--- src/rtl/mem_arb_pkg.sv ---
// Shared types and constants for the instruction/data memory-port arbiter.
package mem_arb_pkg;

   typedef enum logic [1:0] {
      IDLE = 2'd0,
      BUSY = 2'd1,
      RESP = 2'd2
   } state_e;

   localparam logic OWN_I = 1'b0;
   localparam logic OWN_D = 1'b1;

   localparam int ADDR_W_DEF = 30;
   localparam int DATA_W_DEF = 64;

endpackage

--- src/rtl/mem_arb_pick.sv ---
// Grant decision: data side wins unless the instruction side has waited
// through STARVE_MAX consecutive data grants.
module mem_arb_pick
   import mem_arb_pkg::*;
#(
   parameter int STARVE_MAX = 3,
   parameter int STREAK_W   = 2
) (
   input  logic                i_req,
   input  logic                d_req,
   input  logic [STREAK_W-1:0] streak,
   output logic                grant_valid,
   output logic                grant_owner
);

   logic i_forced;

   assign i_forced = i_req && (streak >= STREAK_W'(STARVE_MAX));

   always_comb begin
      grant_valid = i_req | d_req;
      grant_owner = OWN_I;
      if (d_req && !i_forced) begin
         grant_owner = OWN_D;
      end
   end

endmodule

--- src/rtl/mem_arbiter.sv ---
// Serialises I-side and D-side miss requests onto one slow memory port,
// one outstanding access at a time, answering each with a one-cycle ack.
//
// state | meaning
// IDLE  | no access in flight; grant decision made on incoming requests
// BUSY  | latched request driven to memory, waiting for mem_ready
// RESP  | one-cycle ack to the owner; requests not sampled
module mem_arbiter
   import mem_arb_pkg::*;
#(
   parameter int ADDR_W     = ADDR_W_DEF,
   parameter int DATA_W     = DATA_W_DEF,
   parameter int STARVE_MAX = 3
) (
   input  logic              clk,
   input  logic              rst,
   input  logic              i_req,
   input  logic [ADDR_W-1:0] i_addr,
   output logic              i_ack,
   output logic [DATA_W-1:0] i_rdata,
   input  logic              d_req,
   input  logic              d_wen,
   input  logic [ADDR_W-1:0] d_addr,
   input  logic [DATA_W-1:0] d_wdata,
   output logic              d_ack,
   output logic [DATA_W-1:0] d_rdata,
   output logic              mem_read,
   output logic              mem_write,
   output logic [ADDR_W-1:0] mem_addr,
   output logic [DATA_W-1:0] mem_wdata,
   input  logic [DATA_W-1:0] mem_rdata,
   input  logic              mem_ready
);

   localparam int STREAK_W = (STARVE_MAX < 1) ? 1 : $clog2(STARVE_MAX + 1);
   localparam logic [STREAK_W-1:0] STREAK_SAT = STREAK_W'(STARVE_MAX);

   state_e              state_q,   state_d;
   logic                owner_q,   owner_d;
   logic                wen_q,     wen_d;
   logic [ADDR_W-1:0]   addr_q,    addr_d;
   logic [DATA_W-1:0]   wdata_q,   wdata_d;
   logic [STREAK_W-1:0] streak_q,  streak_d;
   logic [DATA_W-1:0]   i_rdata_q, i_rdata_d;
   logic [DATA_W-1:0]   d_rdata_q, d_rdata_d;

   logic grant_valid;
   logic grant_owner;

   mem_arb_pick #(
      .STARVE_MAX (STARVE_MAX),
      .STREAK_W   (STREAK_W)
   ) u_pick (
      .i_req       (i_req),
      .d_req       (d_req),
      .streak      (streak_q),
      .grant_valid (grant_valid),
      .grant_owner (grant_owner)
   );

   always_comb begin
      state_d   = state_q;
      owner_d   = owner_q;
      wen_d     = wen_q;
      addr_d    = addr_q;
      wdata_d   = wdata_q;
      streak_d  = streak_q;
      i_rdata_d = i_rdata_q;
      d_rdata_d = d_rdata_q;

      case (state_q)
         IDLE: begin
            if (grant_valid) begin
               owner_d = grant_owner;
               state_d = BUSY;
               if (grant_owner == OWN_D) begin
                  addr_d  = d_addr;
                  wen_d   = d_wen;
                  wdata_d = d_wdata;
                  // streak counts D grants that made a waiting I request wait
                  if (i_req) begin
                     streak_d = (streak_q == STREAK_SAT) ? streak_q
                                                         : streak_q + STREAK_W'(1);
                  end else begin
                     streak_d = '0;
                  end
               end else begin
                  addr_d   = i_addr;
                  wen_d    = 1'b0;
                  wdata_d  = '0;
                  streak_d = '0;
               end
            end
         end
         BUSY: begin
            if (mem_ready) begin
               state_d = RESP;
               if (owner_q == OWN_I) begin
                  i_rdata_d = mem_rdata;
               end else if (!wen_q) begin
                  d_rdata_d = mem_rdata;
               end
            end
         end
         RESP: begin
            state_d = IDLE;
         end
         default: begin
            state_d = IDLE;
         end
      endcase
   end

   always_ff @(posedge clk) begin
      if (rst) begin
         state_q   <= IDLE;
         owner_q   <= OWN_I;
         wen_q     <= 1'b0;
         addr_q    <= '0;
         wdata_q   <= '0;
         streak_q  <= '0;
         i_rdata_q <= '0;
         d_rdata_q <= '0;
      end else begin
         state_q   <= state_d;
         owner_q   <= owner_d;
         wen_q     <= wen_d;
         addr_q    <= addr_d;
         wdata_q   <= wdata_d;
         streak_q  <= streak_d;
         i_rdata_q <= i_rdata_d;
         d_rdata_q <= d_rdata_d;
      end
   end

   assign mem_read  = (state_q == BUSY) && ((owner_q == OWN_I) || !wen_q);
   assign mem_write = (state_q == BUSY) && (owner_q == OWN_D) && wen_q;
   assign mem_addr  = addr_q;
   assign mem_wdata = wdata_q;
   assign i_ack     = (state_q == RESP) && (owner_q == OWN_I);
   assign d_ack     = (state_q == RESP) && (owner_q == OWN_D);
   assign i_rdata   = i_rdata_q;
   assign d_rdata   = d_rdata_q;

endmodule

--- config.mk ---
export PLATFORM = sky130hd
export DESIGN_NAME = mem_arbiter
export DESIGN_NICKNAME = d
export VERILOG_FILES = /design/src/rtl/mem_arb_pkg.sv /design/src/rtl/mem_arb_pick.sv /design/src/rtl/mem_arbiter.sv
export SDC_FILE = /design/constraint.sdc
export NUM_CORES = 1
export LEC_CHECK = 0
export BUFFER_PORTS_ARGS = -buffer_cell sky130_fd_sc_hd__buf_2
export CAP_MARGIN = 15
export CORE_AREA = 2 2 163 165
export CTS_CLUSTER_SIZE = 24
export DETAILED_ROUTE_END_ITERATION = 7
export DIE_AREA = 0 0 165 167
export GPL_ROUTABILITY_DRIVEN = 0
export GPL_TIMING_DRIVEN = 0
export PLACE_DENSITY = 0.73
export SLEW_MARGIN = 20
export SYNTH_ARGS = -nofsm -noshare
export SYNTH_HDL_FRONTEND = slang
export SYNTH_HIERARCHICAL = 1
export SYNTH_SLANG_ARGS = --single-unit
--- constraint.sdc ---
create_clock -name clk -period 4.3 [get_ports clk]
set_input_delay 0.43 -clock clk [delete_from_list [all_inputs] [get_ports clk]]
set_output_delay 0.43 -clock clk [all_outputs]
set_load 0.02 [all_outputs]
## Yosys cells after proc, flatten, opt, wreduce, memory -nomap -nowiden

Index checks and enable logic that the tools add are counted.
W data, S select, Z words.

- Add/subtract/negate cells: 1
- Multipliers: 0
- Divide/modulo/power cells: 0
- Order comparisons: 1
- Equal/unequal tests: 6
- Shifts and indexed selects: 0
- Mux-type cells: 10
- Bitwise logic cells: 3
- Reduce and logical (&&, ||, !) cells: 16

Operator list:

| cell | number |
|---|---|
| $mux W64 | 1 |
| $mux W30 | 1 |
| $mux W2 | 5 |
| $logic_and A1 B1 Y1 | 7 |
| $reduce_and A3 Y1 | 2 |
| $eq A2 B2 Y1 const B | 2 |
| $ne A2 B2 Y1 const B | 2 |
| $pmux W2 S2 | 1 |
| $reduce_and A2 Y1 | 2 |
| $reduce_and A4 Y1 | 1 |
| $ne A3 B3 Y1 const B | 1 |
| $add A2 B1 Y2 const B | 1 |
| $eq A2 B1 Y1 const B | 1 |
| $ge A2 B2 Y1 const B | 1 |
| $logic_not A1 Y1 | 2 |
| $logic_not A2 Y1 | 1 |
| $mux W1 | 2 |
| $not A1 Y1 | 2 |
| $logic_or A1 B1 Y1 | 1 |
| $or A1 B1 Y1 | 1 |

- Flip-flop bits (word level): 228
- Latch bits: 0
- Memory bits (writable): 0
- Memory bits (read-only): 0
- Input bits: 194
- Memories: 0

## Longest topological paths before layout

Gate-level depths: netlist of run 1.

- Depth in word-level cells: 7
- Gate-level depth with buffers: 7

## By module

Netlist of run 1, hierarchy kept.

By module, submodules not included:

| module | instances | cells each | area an instance (sq um) |
|---|---|---|---|
| mem_arbiter | 1 | 1,012 | 8,876.0 |
| mem_arb_pick | 1 | 3 | 16.3 |

## Least setup slack after synthesis of run 1

Ideal clock, no wire load.

- Path type: input to register
- From: in d_req
- To: reg wdata_q[10], in the netlist mem_wdata[10]
- Arrival time: 1.610 ns
- Required time: 4.230 ns
- Path slack: 2.620 ns
- Stages: 7
- Path buffers: 3
- Cell sequence: inv_1 a31oi_1 clkbuf_1 buf_1 buf_2 nand3_1 a21oi_1

- Longest elaborated chain between the ends: 3
- Elaborated cells between the ends (all ways): 5
- Those cells by class: mux (2); bitwise (1); reduce/logical (2)

RTL lines:

| item | RTL line | text |
|---|---|---|
| start, declared | mem_arbiter.sv:21 | `input logic d_req,` |
| $logic_and A1 B1 Y1 | mem_arb_pick.sv:23 | `if (d_req && !i_forced) begin` |
| $mux W1 | mem_arb_pick.sv:23 |  |
| net grant_owner | mem_arbiter.sv:48 | `logic grant_owner;` |
| $mux W64 | mem_arbiter.sv:76 | `if (grant_owner == OWN_D) begin` |
| end signal, assigned | mem_arbiter.sv:129 | `wdata_q <= wdata_d;` |
| end, declared | mem_arbiter.sv:42 | `logic [DATA_W-1:0] wdata_q, wdata_d;` |

The timed path passes the listed nets, and every way through them passes these cells.
A chain may end at the register's enable or synchronous reset.

## Worst setup path after layout of run 1

- From: reg streak_q[1]
- To: reg wdata_q[5], in the netlist mem_wdata[5]

- Longest elaborated chain between the ends: 6

RTL lines:

| item | RTL line | text |
|---|---|---|
| start, declared | mem_arbiter.sv:43 | `logic [STREAK_W-1:0] streak_q, streak_d;` |
| start signal, assigned | mem_arbiter.sv:130 | `streak_q <= streak_d;` |
| $ge A2 B2 Y1 | mem_arb_pick.sv:18 | `assign i_forced = i_req && (streak >= STREAK_W'(STARVE_MAX));` |
| $logic_and A1 B1 Y1 | mem_arb_pick.sv:18 |  |
| $logic_not A1 Y1 | mem_arb_pick.sv:23 |  |
| $logic_and A1 B1 Y1 | mem_arb_pick.sv:23 |  |
| $mux W1 | mem_arb_pick.sv:23 |  |
| net grant_owner | mem_arbiter.sv:48 |  |
| $mux W64 | mem_arbiter.sv:76 |  |

The timed path passes the listed nets, and every way through them passes these cells.

==> results of run 1 <==
[worst reg2reg max path, stage by stage (launching register included)]
cell and delay, ps:
dfxtp_1 330, a31oi_1 160, clkbuf_1 460, buf_1 560
buf_2 310, nand3_1 130, a21oi_1 180
[flip-flops by register name, indices dropped and copies added, names as in the netlist]
register and count:
mem_wdata 64, d_rdata 64, mem_addr 30, wen_q 1
state_q 2, owner_q 1, streak_q 2, i_rdata 64
[final timing paths]
kind,end,slack (ps),cells after the start
min reg2reg,mem_wdata[7],450,2
max reg2reg,mem_wdata[5],2100,6
max,mem_wdata[5],2100,6
min,state_q[0],150,2
[logic make-up after synthesis]
logic type | after synthesis | share of synthesized area [%]
buf+inv | 89 | 4.12
fa+ha+maj | 1 | 0.141
mux | 94 | 10.6
compound gates | 167 | 10.3
flops | 228 | 51.3
simple gates | 436 | 23.5
[final cells by class]
| class | instances | area (um^2) |
|---|---|---|
| Fill cell | 2529 | 13600 |
| Timing Repair Buffer | 418 | 2090 |
| Buffer | 87 | 359 |
| Antenna cell | 1 | 2.50 |
| Clock inverter | 5 | 62.6 |
| Clock buffer | 37 | 711 |
| Inverter | 2 | 7.51 |
| Tap cell | 335 | 419 |
| Multi-Input combinational cell | 698 | 3960 |
| Sequential cell | 228 | 4560 |
[where the power goes]
| part | switching [uW] | total [uW] | leakage [uW] | internal, uW |
|---|---|---|---|---|
| registers | 52.6 | 2270 | 0.00186 | 2210 |
| logic | 467 | 732 | 0.00323 | 264 |
| clock network | 856 | 2050 | 0.000369 | 1200 |
[stage by stage]
step / instance area (um^2) / utilization, % / hold slack (ps) / std cells
2_1_floorplan: 8890 / - / 459 / 1015
3_3_place_gp: 11400 / 44.3 / 436 / 1768
3_5_place_dp: 11400 / 44.3 / 441 / 1768
4_1_cts: 12200 / 47.3 / 123 / 1810
5_1_grt: 12200 / 47.3 / 136 / 1811
6_report: 12200 / 47.3 / 149 / 1811
[metal layers]
metal / wire [um] / vias up / GRT usage [%]
li1: - / 4270 / -
met1: 11700 / 4039 / 23.4
met2: 15700 / 385 / 39.5
met3: 2920 / 71 / 6.25
met4: 1120 / 8 / 8.36
met5: 51 / - / 0
[cells in the final DEF, fill, tap and decap left out, types with 2 or more instances in the layout]
| master | synthesis | final |
|---|---|---|
| o21ai_0 | 2 | 2 |
| a21oi_1 | 133 | 133 |
| clkbuf_16 | 0 | 25 |
| nand2_1 | 197 | 197 |
| nor2_1 | 33 | 33 |
| buf_1 | 10 | 10 |
| buf_2 | 20 | 438 |
| clkbuf_8 | 0 | 4 |
| dfxtp_1 | 228 | 228 |
| a211oi_1 | 30 | 30 |
| nand2b_1 | 129 | 129 |
| mux2i_1 | 94 | 94 |
| or4_1 | 2 | 2 |
| inv_1 | 2 | 2 |
| nand3_1 | 65 | 65 |
| nor3b_1 | 3 | 3 |
| clkbuf_1 | 56 | 64 |
| clkinvlp_4 | 0 | 2 |
==> impl_metrics.yaml, run 1 <==
synthesis:
  syn_area_um2: 8890
  async_reset_ff_share_pct: 0
  ys_warn_count: 6
  synthFlopType: "dfxtp_1"
  syn_inst: 1015
  synth_area_leader_cell: "dfxtp_1"
  synth_area_leaders: "dfxtp_1 (51%), mux2i_1 (11%), nand2b_1 (9.1%)"
  ys_seq_elements: 228
  post_synth_num_cell_types: 26
  synth_nets: 1210
  ys_seq_area_share_pct: 51.3
  synth_enable_flop_cells: 0
  ys_top_cells_by_count: "dfxtp_1 (228), nand2_1 (197), a21oi_1 (133), nand2b_1 (129), mux2i_1 (94)"
  yosysMostFrequentCell: "dfxtp_1"
  syn_avg_cell_area_um2: 8.76
  synth_top_area_share_pct: 51.3
setup_path:
  path_class: "reg -> reg"
  required_ps: 4740
  cp.arrival_ps: 2640
  startpoint_type: "register"
  cp_top_family: "buffers and inverters"
  startpoint: "streak_q[1]"
  slowest_delay_ps: 560
  end_kind: "register"
  slowest_stage: "buf_1"
  path_cells: "a31oi_1 > clkbuf_1 > buf_1 > buf_2 > nand3_1 > a21oi_1"
  worstPathMaxFanout: 10
  timing.rr.start: "streak_q[1]"
  cp_num_buf_inv: 3
clocking:
  cts_setup_buffers: 0
  path_clk_slew_ps: 50
  cts_sinks: 228
  numCtsBuffers: 25
  htree_num_levels: 1
  hold_buffers: 0
  clock-root-buffer: "clkbuf_16"
  cts_buffer_depth: 3
  clock_latency_ps: 520
  cts.repair.resized: 0
  cts_tree: "built"
sta:
  grt_setup_unrepaired: "false"
  drv_slew: 0
  worst_slack_ps: 2100
  hold_violations: 0
  layout_min_cycle_time_ps: 2200
  worstMarginPinSlew_ps: 989
  timing.fmax_mhz: 454
  setup_viol: 0
  final.setup_skew_ps: 11.2
  fin_crit_sh_pct: 51.2
  setup_tns_ps: 0
  relSlewSlack_pct: 34.1
floorplan:
  core_um2: 25800
  rows: 59
  initial_core_util_pct: 34.5
  die-area_um2: 27600
  die_h_um: 167
  die_x_um: 165
  io_pins: 420
finish:
  layout-drive-gt1-share_pct: 32.1
  area_growth_pct: 37.0
  finalNetCount: 1655
grt:
  grt_max_degree: 13
  grt_pass1_vias: 8413
  grt_pass1_wl_um: 46400
  grt_overflow: 0
  grt_usage_pct: 21.7
  antenna_found_initial: 7
drt:
  postRouteAntennaNets: 0
  wl_per_cell_um: 17.4
  via_per_inst: 4.84
  drt_first_pass_iters: 4
  dr_total_vias: 8773
  routed_wl_um: 31500
  drc_errors: 0
  drt_iter0_drc: 407
pwr:
  power.leakage_uw: 0.00546
  powerDensity_nw_per_um2: 415
  vdd_ir_drop_max_mv: 0.274
  power_uw: 5050
worst_hold_path:
  hp-class: "in -> reg"
  hp-start: "mem_ready"
placed_design:
  place_hpwl_um: 24200
  place_ws_ps: 1800
  io_buffers: 418
job:
  drv_cap: 0
status:
  status: "finished clean"
Power figures use the tool's default switching activity.
==> inputs of run 2 (changes only) <==
--- a/config.mk
+++ b/config.mk
@@ -5,12 +5,13 @@
 export SDC_FILE = /design/constraint.sdc
 export NUM_CORES = 1
 export LEC_CHECK = 0
+export ABC_AREA = 1
 export BUFFER_PORTS_ARGS = -buffer_cell sky130_fd_sc_hd__buf_2
 export CAP_MARGIN = 15
-export CORE_AREA = 2 2 163 165
+export CORE_AREA = 2 2 165 167
 export CTS_CLUSTER_SIZE = 24
 export DETAILED_ROUTE_END_ITERATION = 7
-export DIE_AREA = 0 0 165 167
+export DIE_AREA = 0 0 167 169
 export GPL_ROUTABILITY_DRIVEN = 0
 export GPL_TIMING_DRIVEN = 0
 export PLACE_DENSITY = 0.73
==> constraint.sdc (replaced) <==
create_clock -name clk -period 2.3 [get_ports clk]
set_input_delay 0.23 -clock clk [delete_from_list [all_inputs] [get_ports clk]]
set_output_delay 0.23 -clock clk [all_outputs]
set_load 0.02 [all_outputs]
==> impl_metrics.yaml, run 2 <==
sta:
  setup_viol: 0
  timing.fmax_mhz: 522
  setup_tns_ps: 0
  drv_slew: 0
  grt_setup_unrepaired: "false"
  layout_min_cycle_time_ps: 1920
  relSlewSlack_pct: 59.1
  hold_violations: 0
  fin_crit_sh_pct: 83.4
  worstMarginPinSlew_ps: 613
  final.setup_skew_ps: 6.72
finish:
  final_cell_mix: "buf_2 (454), nand2_1 (420), nor2_1 (265), dfxtp_1 (228), inv_1 (100)"
  area_growth_pct: 44.5
  fillCellCount: 2571
  insertedDiodeCount: 0
  mostFrequentLayoutCell: "buf_2"
  layout-drive-gt1-share_pct: 28.1
  finalNetCount: 2020
clocking:
  cts_buffer_depth: 3
  cts_sinks: 228
  clock-root-buffer: "clkbuf_16"
  clock_latency_ps: 530
  path_clk_slew_ps: 70
  cts_tree: "built"
  cts.repair.resized: 0
  numCtsBuffers: 26
  htree_num_levels: 1
grt:
  antenna_found_initial: 0
  grt_overflow: 0
  grt_pass1_vias: 9888
  grt_pass1_wl_um: 51000
  grt_usage_pct: 22.3
  grt_max_degree: 15
synthesis:
  yosysMostFrequentCell: "nand2_1"
  async_reset_ff_share_pct: 0
  syn_area_um2: 9130
  ys_warn_count: 6
  synthFlopType: "dfxtp_1"
  synth_area_leader_cell: "dfxtp_1"
  ys_seq_elements: 228
  synth_area_leaders: "dfxtp_1 (50%), nand2_1 (17%), nor2_1 (11%)"
  synth_enable_flop_cells: 0
  synth_top_area_share_pct: 50.0
  syn_inst: 1318
  syn_avg_cell_area_um2: 6.93
  ys_seq_area_share_pct: 50.0
  ys_top_cells_by_count: "nand2_1 (420), nor2_1 (265), dfxtp_1 (228), inv_1 (100), a21oi_1 (98)"
  synth_nets: 1513
  post_synth_num_cell_types: 20
drt:
  dr_total_vias: 10200
  drt_first_pass_iters: 5
  drt_iter0_drc: 610
  wl_per_cell_um: 15.2
  postRouteAntennaNets: 0
  via_per_inst: 4.66
  routed_wl_um: 33100
  drc_errors: 0
setup_path:
  startpoint_type: "register"
  worstPathMaxFanout: 10
  end_kind: "register"
  cp.arrival_ps: 2310
  path_class: "reg -> reg"
  required_ps: 2690
pwr:
  power.leakage_uw: 0.00673
  vdd_ir_drop_max_mv: 0.741
  power_uw: 10500
  powerDensity_nw_per_um2: 795
floorplan:
  die_h_um: 169
  rows: 60
  io_pins: 420
  initial_core_util_pct: 34.5
  core_um2: 26500
  die-area_um2: 28200
  die_x_um: 167
worst_hold_path:
  hp-class: "in -> reg"
job:
  drv_cap: 0
placed_design:
  io_buffers: 418
  place_hpwl_um: 24700
status:
  status: "finished clean"
[run 2: final timing paths]
| kind | start | end | slack (ps) | cells past startpoint |
|---|---|---|---|---|
| max | streak_q[0] | mem_addr[1] | 380 | 8 |
| min | d_wdata[17] | mem_wdata[17] | 6 | 3 |
| max reg2reg | streak_q[0] | mem_addr[1] | 380 | 8 |
| min reg2reg | mem_wdata[32] | mem_wdata[32] | 460 | 2 |
[run 2: critical path: stages (launching register included)]
cell	delay [ps]
dfxtp_1	330
nand3_1	70
nand2_1	50
inv_1	150
buf_2	300
clkbuf_1	440
o21ai_0	270
nand2_1	110
a21oi_1	60
[run 2: logic make-up (layout without fill, tap and decap cells)]
kind of cell	count (synthesis)	after routing	share of synthesized area, %
flip-flops	228	228	50.0
AND/OR/NAND/NOR	763	763	33.4
buffers and inverters	197	722	9.33
adder cells (fa/ha/maj)	1	1	0.137
AO/OA/AOI/OAI	129	129	7.10
[run 2: per-stage QoR]
stage / setup WS [ps] / hold WS, ps / cells / cell area, um^2 / utilization (%)
after floorplan: 1010 / 378 / 1318 / 9130 / -
after global placement: 362 / 448 / 2077 / 11600 / 44.0
after detailed placement: 333 / 454 / 2077 / 11600 / 44.0
after CTS: 364 / 0.521 / 2184 / 13200 / 49.8
after global routing: 226 / 7.26 / 2184 / 13200 / 49.8
final: 383 / 5.72 / 2184 / 13200 / 49.8
[run 2: what timing repair did]
| item | 4_1_cts | 5_1_grt |
|---|---|---|
| hold buffers | 61 | 0 |
| hold endpoints to repair | 61 | 0 |
| buffers inserted | 0 | 0 |
[run 2: report_power, final]
| group | internal [uW] | switching, uW |
|---|---|---|
| Clock | 2850 | 1670 |
| Sequential | 4170 | 127 |
| Combinational | 617 | 1060 |
[run 2: layout make-up]
type	instances	area, um^2	share of cell area, %
sequential	228	4560	34.6
multi-input combinational	893	3710	28.2
timing repair buffer	479	2700	20.5
clock buffer	34	712	5.40
buffer	95	469	3.56
tap	341	427	3.23
inverter	102	383	2.90
clock inverter	12	219	1.66
[run 2: metal layers]
| layer | share of wire, % | routed length, um | GRT usage, % |
|---|---|---|---|
| met3 | 7.8 | 2570 | 4.72 |
| met1 | 39 | 13000 | 25.1 |
| met4 | 3.8 | 1270 | 9.11 |
| met2 | 49 | 16300 | 40.9 |
| met5 | 0 | 0 | 0 |
